`config.mk`:
```
export PLATFORM = sky130hd
export DESIGN_NAME = nibble_serial_addsub
export DESIGN_NICKNAME = d
export VERILOG_FILES = /design/src/rtl/nsa_pkg.sv /design/src/rtl/nibble_serial_addsub_cla_4.sv /design/src/rtl/nibble_serial_addsub.sv
export SDC_FILE = /design/constraint.sdc
export NUM_CORES = 1
export LEC_CHECK = 0
export BUFFER_PORTS_ARGS = -buffer_cell sky130_fd_sc_hd__buf_4
export CAP_MARGIN = 10
export CORE_ASPECT_RATIO = 0.8
export CORE_MARGIN = 4
export CORE_UTILIZATION = 35
export DETAILED_ROUTE_END_ITERATION = 7
export HOLD_SLACK_MARGIN = 0.1
export SYNTH_ARGS = -nofsm -noshare
export SYNTH_HDL_FRONTEND = slang
export SYNTH_HIERARCHICAL = 1
export SYNTH_SLANG_ARGS = --single-unit
```
`constraint.sdc`:
```
create_clock -name clk -period 2.16 [get_ports clk]
set_clock_uncertainty 0.15 [all_clocks]
set_input_delay 0.216 -clock clk [delete_from_list [all_inputs] [get_ports clk]]
set_output_delay 0.216 -clock clk [all_outputs]
set_load 0.02 [all_outputs]
```
`src/rtl/nsa_pkg.sv`:
```
// Shared types and helpers for the nibble-serial adder/subtractor.
package nsa_pkg;

    typedef enum logic [1:0] {
        IDLE = 2'd0,
        RUN  = 2'd1,
        DONE = 2'd2
    } state_t;

    localparam int NIBBLE_W = 4;

    // Width of the nibble index counter; never narrower than one bit.
    function automatic int idx_width(input int nnib);
        return (nnib <= 1) ? 1 : $clog2(nnib);
    endfunction

endpackage

```
`src/rtl/nibble_serial_addsub_cla_4.sv`:
```
// Existing 4-bit carry-look-ahead adder slice, used as the nibble datapath.
module CLA_4 (
    input  logic [3:0] A,
    input  logic [3:0] B,
    input  logic       Cin,
    output logic [3:0] S,
    output logic       Cout
);

    logic [3:0] g;
    logic [3:0] p;
    logic [4:0] c;

    assign g = A & B;
    assign p = A ^ B;

    assign c[0] = Cin;
    assign c[1] = g[0] | (p[0] & c[0]);
    assign c[2] = g[1] | (p[1] & g[0]) | (p[1] & p[0] & c[0]);
    assign c[3] = g[2] | (p[2] & g[1]) | (p[2] & p[1] & g[0]) | (p[2] & p[1] & p[0] & c[0]);
    assign c[4] = g[3] | (p[3] & g[2]) | (p[3] & p[2] & g[1]) | (p[3] & p[2] & p[1] & g[0])
                | (p[3] & p[2] & p[1] & p[0] & c[0]);

    assign S    = p ^ c[3:0];
    assign Cout = c[4];

endmodule

```
`src/rtl/nibble_serial_addsub.sv`:
```
// WIDTH-bit add/sub computed one nibble per cycle through a single CLA_4 slice.
// Optional zero flag output zf is enabled with NSA_ZERO_FLAG_EN.
module nibble_serial_addsub
    import nsa_pkg::*;
#(
    parameter int WIDTH = 16
) (
    input  logic             clk,
    input  logic             rst_n,
    input  logic             in_valid,
    output logic             in_ready,
    input  logic [WIDTH-1:0] a,
    input  logic [WIDTH-1:0] b,
    input  logic             sub,
    output logic             out_valid,
    input  logic             out_ready,
    output logic [WIDTH-1:0] sum,
    output logic             cout,
    output logic             ovf
`ifdef NSA_ZERO_FLAG_EN
    ,
    output logic             zf
`endif
);

    localparam int NNIB  = WIDTH / NIBBLE_W;
    localparam int IDX_W = idx_width(NNIB);

    state_t               state;
    state_t               state_nxt;
    logic [WIDTH-1:0]     a_reg;
    logic [WIDTH-1:0]     b_reg;
    logic [WIDTH-1:0]     sum_nxt;
    logic [IDX_W-1:0]     idx;
    logic                 carry;
    logic                 a_msb;
    logic                 b_msb;
    logic                 last_nib;
    logic [NIBBLE_W-1:0]  nib_sum;
    logic                 nib_cout;

    CLA_4 u_cla (
        .A    (a_reg[NIBBLE_W-1:0]),
        .B    (b_reg[NIBBLE_W-1:0]),
        .Cin  (carry),
        .S    (nib_sum),
        .Cout (nib_cout)
    );

    assign in_ready = (state == IDLE);
    assign last_nib = (idx == IDX_W'(NNIB - 1));

    // Each nibble result enters at the top, so after NNIB shifts the LSB nibble sits at the bottom.
    assign sum_nxt = (sum >> NIBBLE_W) | (WIDTH'(nib_sum) << (WIDTH - NIBBLE_W));

    always_ff @(posedge clk or negedge rst_n) begin
        if (!rst_n) begin
            state <= IDLE;
        end else begin
            state <= state_nxt;
        end
    end

    always_comb begin
        // NOTE: default assigned first so every path drives state_nxt and no latch is inferred.
        state_nxt = state;
        case (state)
            IDLE:    if (in_valid)  state_nxt = RUN;
            RUN:     if (last_nib)  state_nxt = DONE;
            DONE:    if (out_ready) state_nxt = IDLE;
            default:                state_nxt = IDLE;
        endcase
    end

    // NOTE: sequential state uses non-blocking assignments so all registers update together.
    always_ff @(posedge clk or negedge rst_n) begin
        if (!rst_n) begin
            a_reg     <= '0;
            b_reg     <= '0;
            idx       <= '0;
            carry     <= 1'b0;
            a_msb     <= 1'b0;
            b_msb     <= 1'b0;
            sum       <= '0;
            cout      <= 1'b0;
            ovf       <= 1'b0;
            out_valid <= 1'b0;
`ifdef NSA_ZERO_FLAG_EN
            zf        <= 1'b0;
`endif
        end else begin
            case (state)
                IDLE: begin
                    if (in_valid) begin
                        a_reg <= a;
                        b_reg <= sub ? ~b : b;
                        a_msb <= a[WIDTH-1];
                        b_msb <= sub ? ~b[WIDTH-1] : b[WIDTH-1];
                        carry <= sub;
                        idx   <= '0;
                    end
                end
                RUN: begin
                    sum   <= sum_nxt;
                    a_reg <= a_reg >> NIBBLE_W;
                    b_reg <= b_reg >> NIBBLE_W;
                    carry <= nib_cout;
                    idx   <= idx + 1'b1;
                    if (last_nib) begin
                        cout      <= nib_cout;
                        ovf       <= (a_msb == b_msb) && (sum_nxt[WIDTH-1] != a_msb);
                        out_valid <= 1'b1;
`ifdef NSA_ZERO_FLAG_EN
                        zf        <= (sum_nxt == '0);
`endif
                    end
                end
                DONE: begin
                    if (out_ready) begin
                        out_valid <= 1'b0;
                    end
                end
                default: begin
                    out_valid <= 1'b0;
                end
            endcase
        end
    end

endmodule
```
# ---- Word level (Yosys, flattened, before mapping)
# Cells that the tools add are included.
dict set report word_totals {
  register_bits 58
  input_bits 37
  out_inout_bits 20
  elab_cells 78
}
dict set report op_classes {
  add_sub_neg 1
  eq_ne 8
  mux 17
  n_bitwise 33
  reduce_logical 8
}
# op n
set op_table {}
lappend op_table {{$pmux 16 s2} 2}
lappend op_table {{$mux 16} 3}
lappend op_table {{$and 1x1->1} 16}
lappend op_table {{$not 16->16} 1}
lappend op_table {{$or 12x16->16} 1}
lappend op_table {{$or 1x1->1} 10}
lappend op_table {{$mux 2} 4}
lappend op_table {{$xor 4x4->4} 2}
lappend op_table {{$ne 2x2->1 const B} 3}
lappend op_table {{$pmux 2 s3} 1}
lappend op_table {{$reduce_and 2->1} 3}
lappend op_table {{$reduce_and 3->1} 2}
lappend op_table {{$and 4x4->4} 1}
lappend op_table {{$eq 2x2->1 const B} 2}
lappend op_table {{$mux 1} 4}
lappend op_table {{$pmux 2 s2} 1}
lappend op_table {{$pmux 1 s3} 1}
lappend op_table {{$add 2x1->2 const B} 1}
lappend op_table {{$eq 2x1->1 const B} 1}
lappend op_table {{$logic_not 2->1} 1}
lappend op_table {{$not 1->1} 2}
lappend op_table {{$pmux 1 s2} 1}
lappend op_table {{$reduce_bool 2->1} 1}
lappend op_table {{$eq 1x1->1} 1}
lappend op_table {{other kinds (2)} 2}

# ---- Logic depth before layout (Yosys ltp)
dict set report logic_depth {
  ltp_word 9
  ltp_mapped 7
  mapped_depth_nobuf 7
}

# ---- Hierarchy
# The synthesis kept the hierarchy.
# module instances cells_per_inst area_each_um2 seq_area_each_um2
set modules_own_cells {}
lappend modules_own_cells {nibble_serial_addsub 1 254 2517.4 1451.4}
lappend modules_own_cells {CLA_4 1 17 147.6 0.0}

# ---- Worst setup path after synthesis
# No wires, ideal clock.
dict set report synth_path {
  kind {register to register}
  start {register a_reg[0]}
  end {register ovf}
  setup_time_ns 0.065
  t_arrival_ns 1.889
  required_time_ns 1.945
  path_slack_ns 0.056
  stages_incl_launch_ff 8
  n_path_buf 0
  period_less_slack_ns 2.104
  cell_sequence {dfrtp_1 ha_1 a21o_1 a31o_1 xor2_1 or3b_2 o21ai_0 mux2_2}
}
dict set report synth_between {
  elab_chain_len 8
  word_cells_on_any_way 11
  classes_between {eq/ne: 1; bitwise: 9; reduce/logical: 1}
}
# element line_no
set synth_lines {}
lappend synth_lines {{from (decl)} nibble_serial_addsub.sv:31} ;# logic [WIDTH-1:0] a_reg;
lappend synth_lines {{from (signal assigned)} nibble_serial_addsub.sv:105} ;# a_reg <= a_reg >> NIBBLE_W;
lappend synth_lines {{$and 4x4->4 or $xor 4x4->4 (tied branches)} {nibble_serial_addsub_cla_4.sv:14, nibble_serial_addsub_cla_4.sv:15}}
lappend synth_lines {{$and 1x1->1} nibble_serial_addsub_cla_4.sv:20} ;# assign c[3] = g[2] | (p[2] & g[1]) | (p[2] & p[1] & g[0]) | (p[2] & p[1] & p[0] & c[0]);
lappend synth_lines {{$or 1x1->1 or $and 1x1->1 (tied branches)} nibble_serial_addsub_cla_4.sv:20}
lappend synth_lines {{$or 1x1->1 (*)} nibble_serial_addsub_cla_4.sv:20}
lappend synth_lines {{$xor 4x4->4 (*)} nibble_serial_addsub_cla_4.sv:24} ;# assign S = p ^ c[3:0];
lappend synth_lines {{named net nib_sum[3]} nibble_serial_addsub.sv:39} ;# logic [NIBBLE_W-1:0] nib_sum;
lappend synth_lines {{$or 12x16->16 (*)} nibble_serial_addsub.sv:54} ;# assign sum_nxt = (sum >> NIBBLE_W) | (WIDTH'(nib_sum) << (WIDTH - NIBBLE_W));
lappend synth_lines {{$ne 1x1->1 (*)} nibble_serial_addsub.sv:111} ;# ovf <= (a_msb == b_msb) && (sum_nxt[WIDTH-1] != a_msb);
lappend synth_lines {{$logic_and 1x1->1 (*)} nibble_serial_addsub.sv:111}
lappend synth_lines {{to (signal assigned)} nibble_serial_addsub.sv:111}
lappend synth_lines {{to (decl)} nibble_serial_addsub.sv:19} ;# output logic ovf
# The timed path passes the listed nets; every way through them passes the cells marked *.
# A chain may end at the register's enable or synchronous reset.

# ---- Worst setup path after layout
dict set report layout_path {
  start {register b_reg[2]}
  end {register ovf}
}
dict set report layout_between {
  elab_chain_len 9
  word_cells_on_any_way 14
  classes_between {eq/ne: 1; bitwise: 12; reduce/logical: 1}
}
# element line_no
set layout_lines {}
lappend layout_lines {{from (decl)} nibble_serial_addsub.sv:32} ;# logic [WIDTH-1:0] b_reg;
lappend layout_lines {{from (signal assigned)} nibble_serial_addsub.sv:96} ;# b_reg <= sub ? ~b : b;
lappend layout_lines {{from (signal assigned)} nibble_serial_addsub.sv:106} ;# b_reg <= b_reg >> NIBBLE_W;
lappend layout_lines {{$xor 4x4->4} nibble_serial_addsub_cla_4.sv:15} ;# assign p = A ^ B;
lappend layout_lines {{$and 1x1->1} nibble_serial_addsub_cla_4.sv:20}
lappend layout_lines {{$or 1x1->1 or $and 1x1->1 (tied branches) (2 in a row)} nibble_serial_addsub_cla_4.sv:20}
lappend layout_lines {{$or 1x1->1 (*)} nibble_serial_addsub_cla_4.sv:20}
lappend layout_lines {{$xor 4x4->4 (*)} nibble_serial_addsub_cla_4.sv:24}
lappend layout_lines {{named net nib_sum[3]} nibble_serial_addsub.sv:39}
lappend layout_lines {{$or 12x16->16 (*)} nibble_serial_addsub.sv:54}
lappend layout_lines {{$ne 1x1->1 (*)} nibble_serial_addsub.sv:111}
lappend layout_lines {{$logic_and 1x1->1 (*)} nibble_serial_addsub.sv:111}
# Marked as above.

==> flow_summary.toml <==
[finish]
nets = 411
final.fill_count = 693
antenna_cells = 0
final_util_pct = 50.8
multi_input_area_um2 = 1110
register_area_um2 = 1450
area_delta_synth_final_pct = 40.9
drive_gt1_share_pct = 24.5

[logic_synthesis]
yosys.area.top_type = "dfrtp_1"
ys_top_cells_by_area = "dfrtp_1 (54%), nand2_1 (12%), xnor2_1 (5.6%)"
ys_seq_area_share_pct = 54.5
async_reset_ff_share_pct = 100
synth-seq-cells = 58
avgSynthCellArea_um2 = 9.83
synth_edf_count = 0
yosysUniqueCellTypes = 27
syn_area_um2 = 2670
synthCells = 271
yosysWarnings = 6
ys.flop_type = "dfrtp_1"
syn-num-nets = 314
synth_top_area_share_pct = 54.5

[setup_path]
path_max_fanout = 2
worstPathRequired_ps = 2280
path_class = "flop to flop"
critPathLaunchType = "flop"
critPathArrivalTime_ps = 2190
cp-end-kind = "flop"

[clock_network]
cts_sinks = 58
cts_tree = "yes"
path_clk_slew_ps = 60
cts.path.max_buffers = 2
cts_buffers = 9
htree_levels = 3
cts-root-buf = "clkbuf_8"
insertion_delay_ps = 330

[timing]
setup_viol = 0
hold_ws_ps = 128
fin_crit_sh_pct = 95.5
hold_viol_final = 0
period_needed_ps = 2060
fmax_mhz = 485
tightest_slew_ps = 1190
maxSlewViolCount = 0
setup_tns_ps = 0
relSlewSlack_pct = 20.3

[die]
start_util_pct = 36.1
core_region_area_um2 = 7390
die_w_um = 106
num_rows = 28
die_height_um = 86.1
io_pins = 57
dieArea_um2 = 9080

[placement]
hpwl_mm = 4.36
place.gp.congestion = 0.779
port_buffers = 56

[detailed_routing]
dr.pass1.iters = 4
routed_wl_mm = 6.67
wl_per_cell_um = 14.0
vias_per_cell = 4.74
drt-initial-drc-count = 139
vias = 2263
drc = 0
ant_nets = 0

[grt]
grt_pass1_vias = 2378
grt_first_pass_wirelength_mm = 11.6
grtUsageTotal_pct = 15.9
grt_max_degree = 59
grt_overflow = 0
antenna_found_initial = 0

[power_and_ir_drop]
leakagePower_nw = 1.86
powerDensity_nw_per_um2 = 1400
ir_drop_mv = 0.477
power_switching_mw = 2.06
p_clk_share_pct = 18.3
internal_power_mw = 3.20
p_sw_share_pct = 39.1
combPwrFrac_pct = 45.5
seq_power_share_pct = 36.1

[status]
status = "finished, final reports clean"

[flow_run]
cap_violations = 0

[hold_path]
hold_path_class = "input port to flop"
[critical path, cell delays in order, from the launching register on]
cell and delay, ps:
dfrtp_1 380, ha_1 310, a21o_1 180, a31o_1 220, xor2_2 150, or3b_4 390
o21ai_2 70, mux2_4 150
[repair_timing]
action | CTS | global route
hold buffers | 32 | 0
setup buffers | 2 | 1
resized for setup | 1 | 4
endpoints found under the setup margin | 1 | 1
pin swaps | 3 | 3
endpoints found under the hold margin | 92 | 0
[per-layer routing]
metal | up-vias | track usage (%) | share of wire (%)
li1 | 1102 | - | -
met1 | 1111 | 20.2 | 45
met2 | 41 | 26.7 | 51
met3 | 9 | 4.67 | 4.0
met4 | 0 | 3.88 | 0.95
met5 | - | 0 | 0
[synth_stat cells (2+ instances only)]
master	number
nand2_1	84
dfrtp_1	58
o21ai_0	20
xnor2_1	17
buf_2	14
nor2_1	14
a22oi_1	13
a221o_1	12
nand3_1	8
ha_1	5
inv_1	4
a21o_1	3
a21oi_1	2
buf_6	2
mux2_2	2
xor2_1	2
[through the flow]
| step | area, µm² | std cells | power, mW | worst slack, ps |
|---|---|---|---|---|
| after floorplan | 2670 | 271 | 3.34 | 56.3 |
| after global placement | 3210 | 427 | 4.11 | 9.01 |
| after detailed placement | 3210 | 427 | 4.18 | -23.3 |
| after CTS | 3730 | 476 | 5.24 | 36.7 |
| after global routing | 3760 | 477 | 5.71 | -0.637 |
| final | 3760 | 477 | 5.26 | 96.6 |
[power groups by stage]
stage | sequential [mW] | combinational [mW] | clock, mW
after global placement | 1.90 | 2.21 | 0
after CTS | 1.90 | 2.35 | 0.987
final | 1.90 | 2.39 | 0.963
after detailed placement | 1.92 | 2.26 | 0
after floorplan | 1.98 | 1.36 | 0
after global routing | 1.97 | 2.69 | 1.05
[cell usage in the layout, fill, tap and decap left out, types with 2 or more instances in the layout]
master,n
a21o_1,3
a22oi_1,13
dlygate4sd3_1,32
ha_1,5
xnor2_1,17
a21oi_1,2
nand2_1,84
buf_4,72
clkbuf_1,2
a221o_1,12
nor2_1,14
o21ai_0,19
dfrtp_1,58
clkbuf_8,10
nand3_1,8
clkinv_2,2
inv_1,4
[cell families (layout without fill, tap and decap cells)]
| family | count (synthesis) | in the layout | synth area share, % |
|---|---|---|---|
| AO/OA/AOI/OAI | 52 | 52 | 13.9 |
| multiplexers | 2 | 2 | 0.845 |
| AND/OR/NAND/NOR | 112 | 112 | 17.0 |
| flip-flops | 58 | 58 | 54.5 |
| XOR/XNOR | 19 | 19 | 6.24 |
| buffers and inverters | 22 | 123 | 4.46 |
| adder cells (fa/ha/maj) | 6 | 6 | 3.10 |
[final timing paths]
| path | startpoint | end | slack, ps | cells after the start |
|---|---|---|---|---|
| worst max-delay path | b_reg[2]$_DFFE_PN0P_ | ovf$_DFFE_PN0P_ | 100 | 7 |
| worst min-delay path | b[2] | b_reg[2]$_DFFE_PN0P_ | 130 | 4 |
| worst min register to register | sum[3]$_DFFE_PN0P_ | sum[3]$_DFFE_PN0P_ | 330 | 2 |
| min in group asynchronous | rst_n | a_reg[15]$_DFFE_PN0P_ | 340 | 2 |
| worst max register to register | b_reg[2]$_DFFE_PN0P_ | ovf$_DFFE_PN0P_ | 100 | 7 |
| max in group asynchronous | rst_n | sum[14]$_DFFE_PN0P_ | 1030 | 2 |
[area by class of cell]
type                    count  share of cell area (%)
flip-flops and latches     58                    38.6
clock buffers              12                    3.86
inverters                   4                   0.400
clock inverters             3                    1.07
well taps                 105                    3.50
repair buffers            104                    22.9
multi-input cells         191                    29.6
Power figures use the tool's default switching activity.
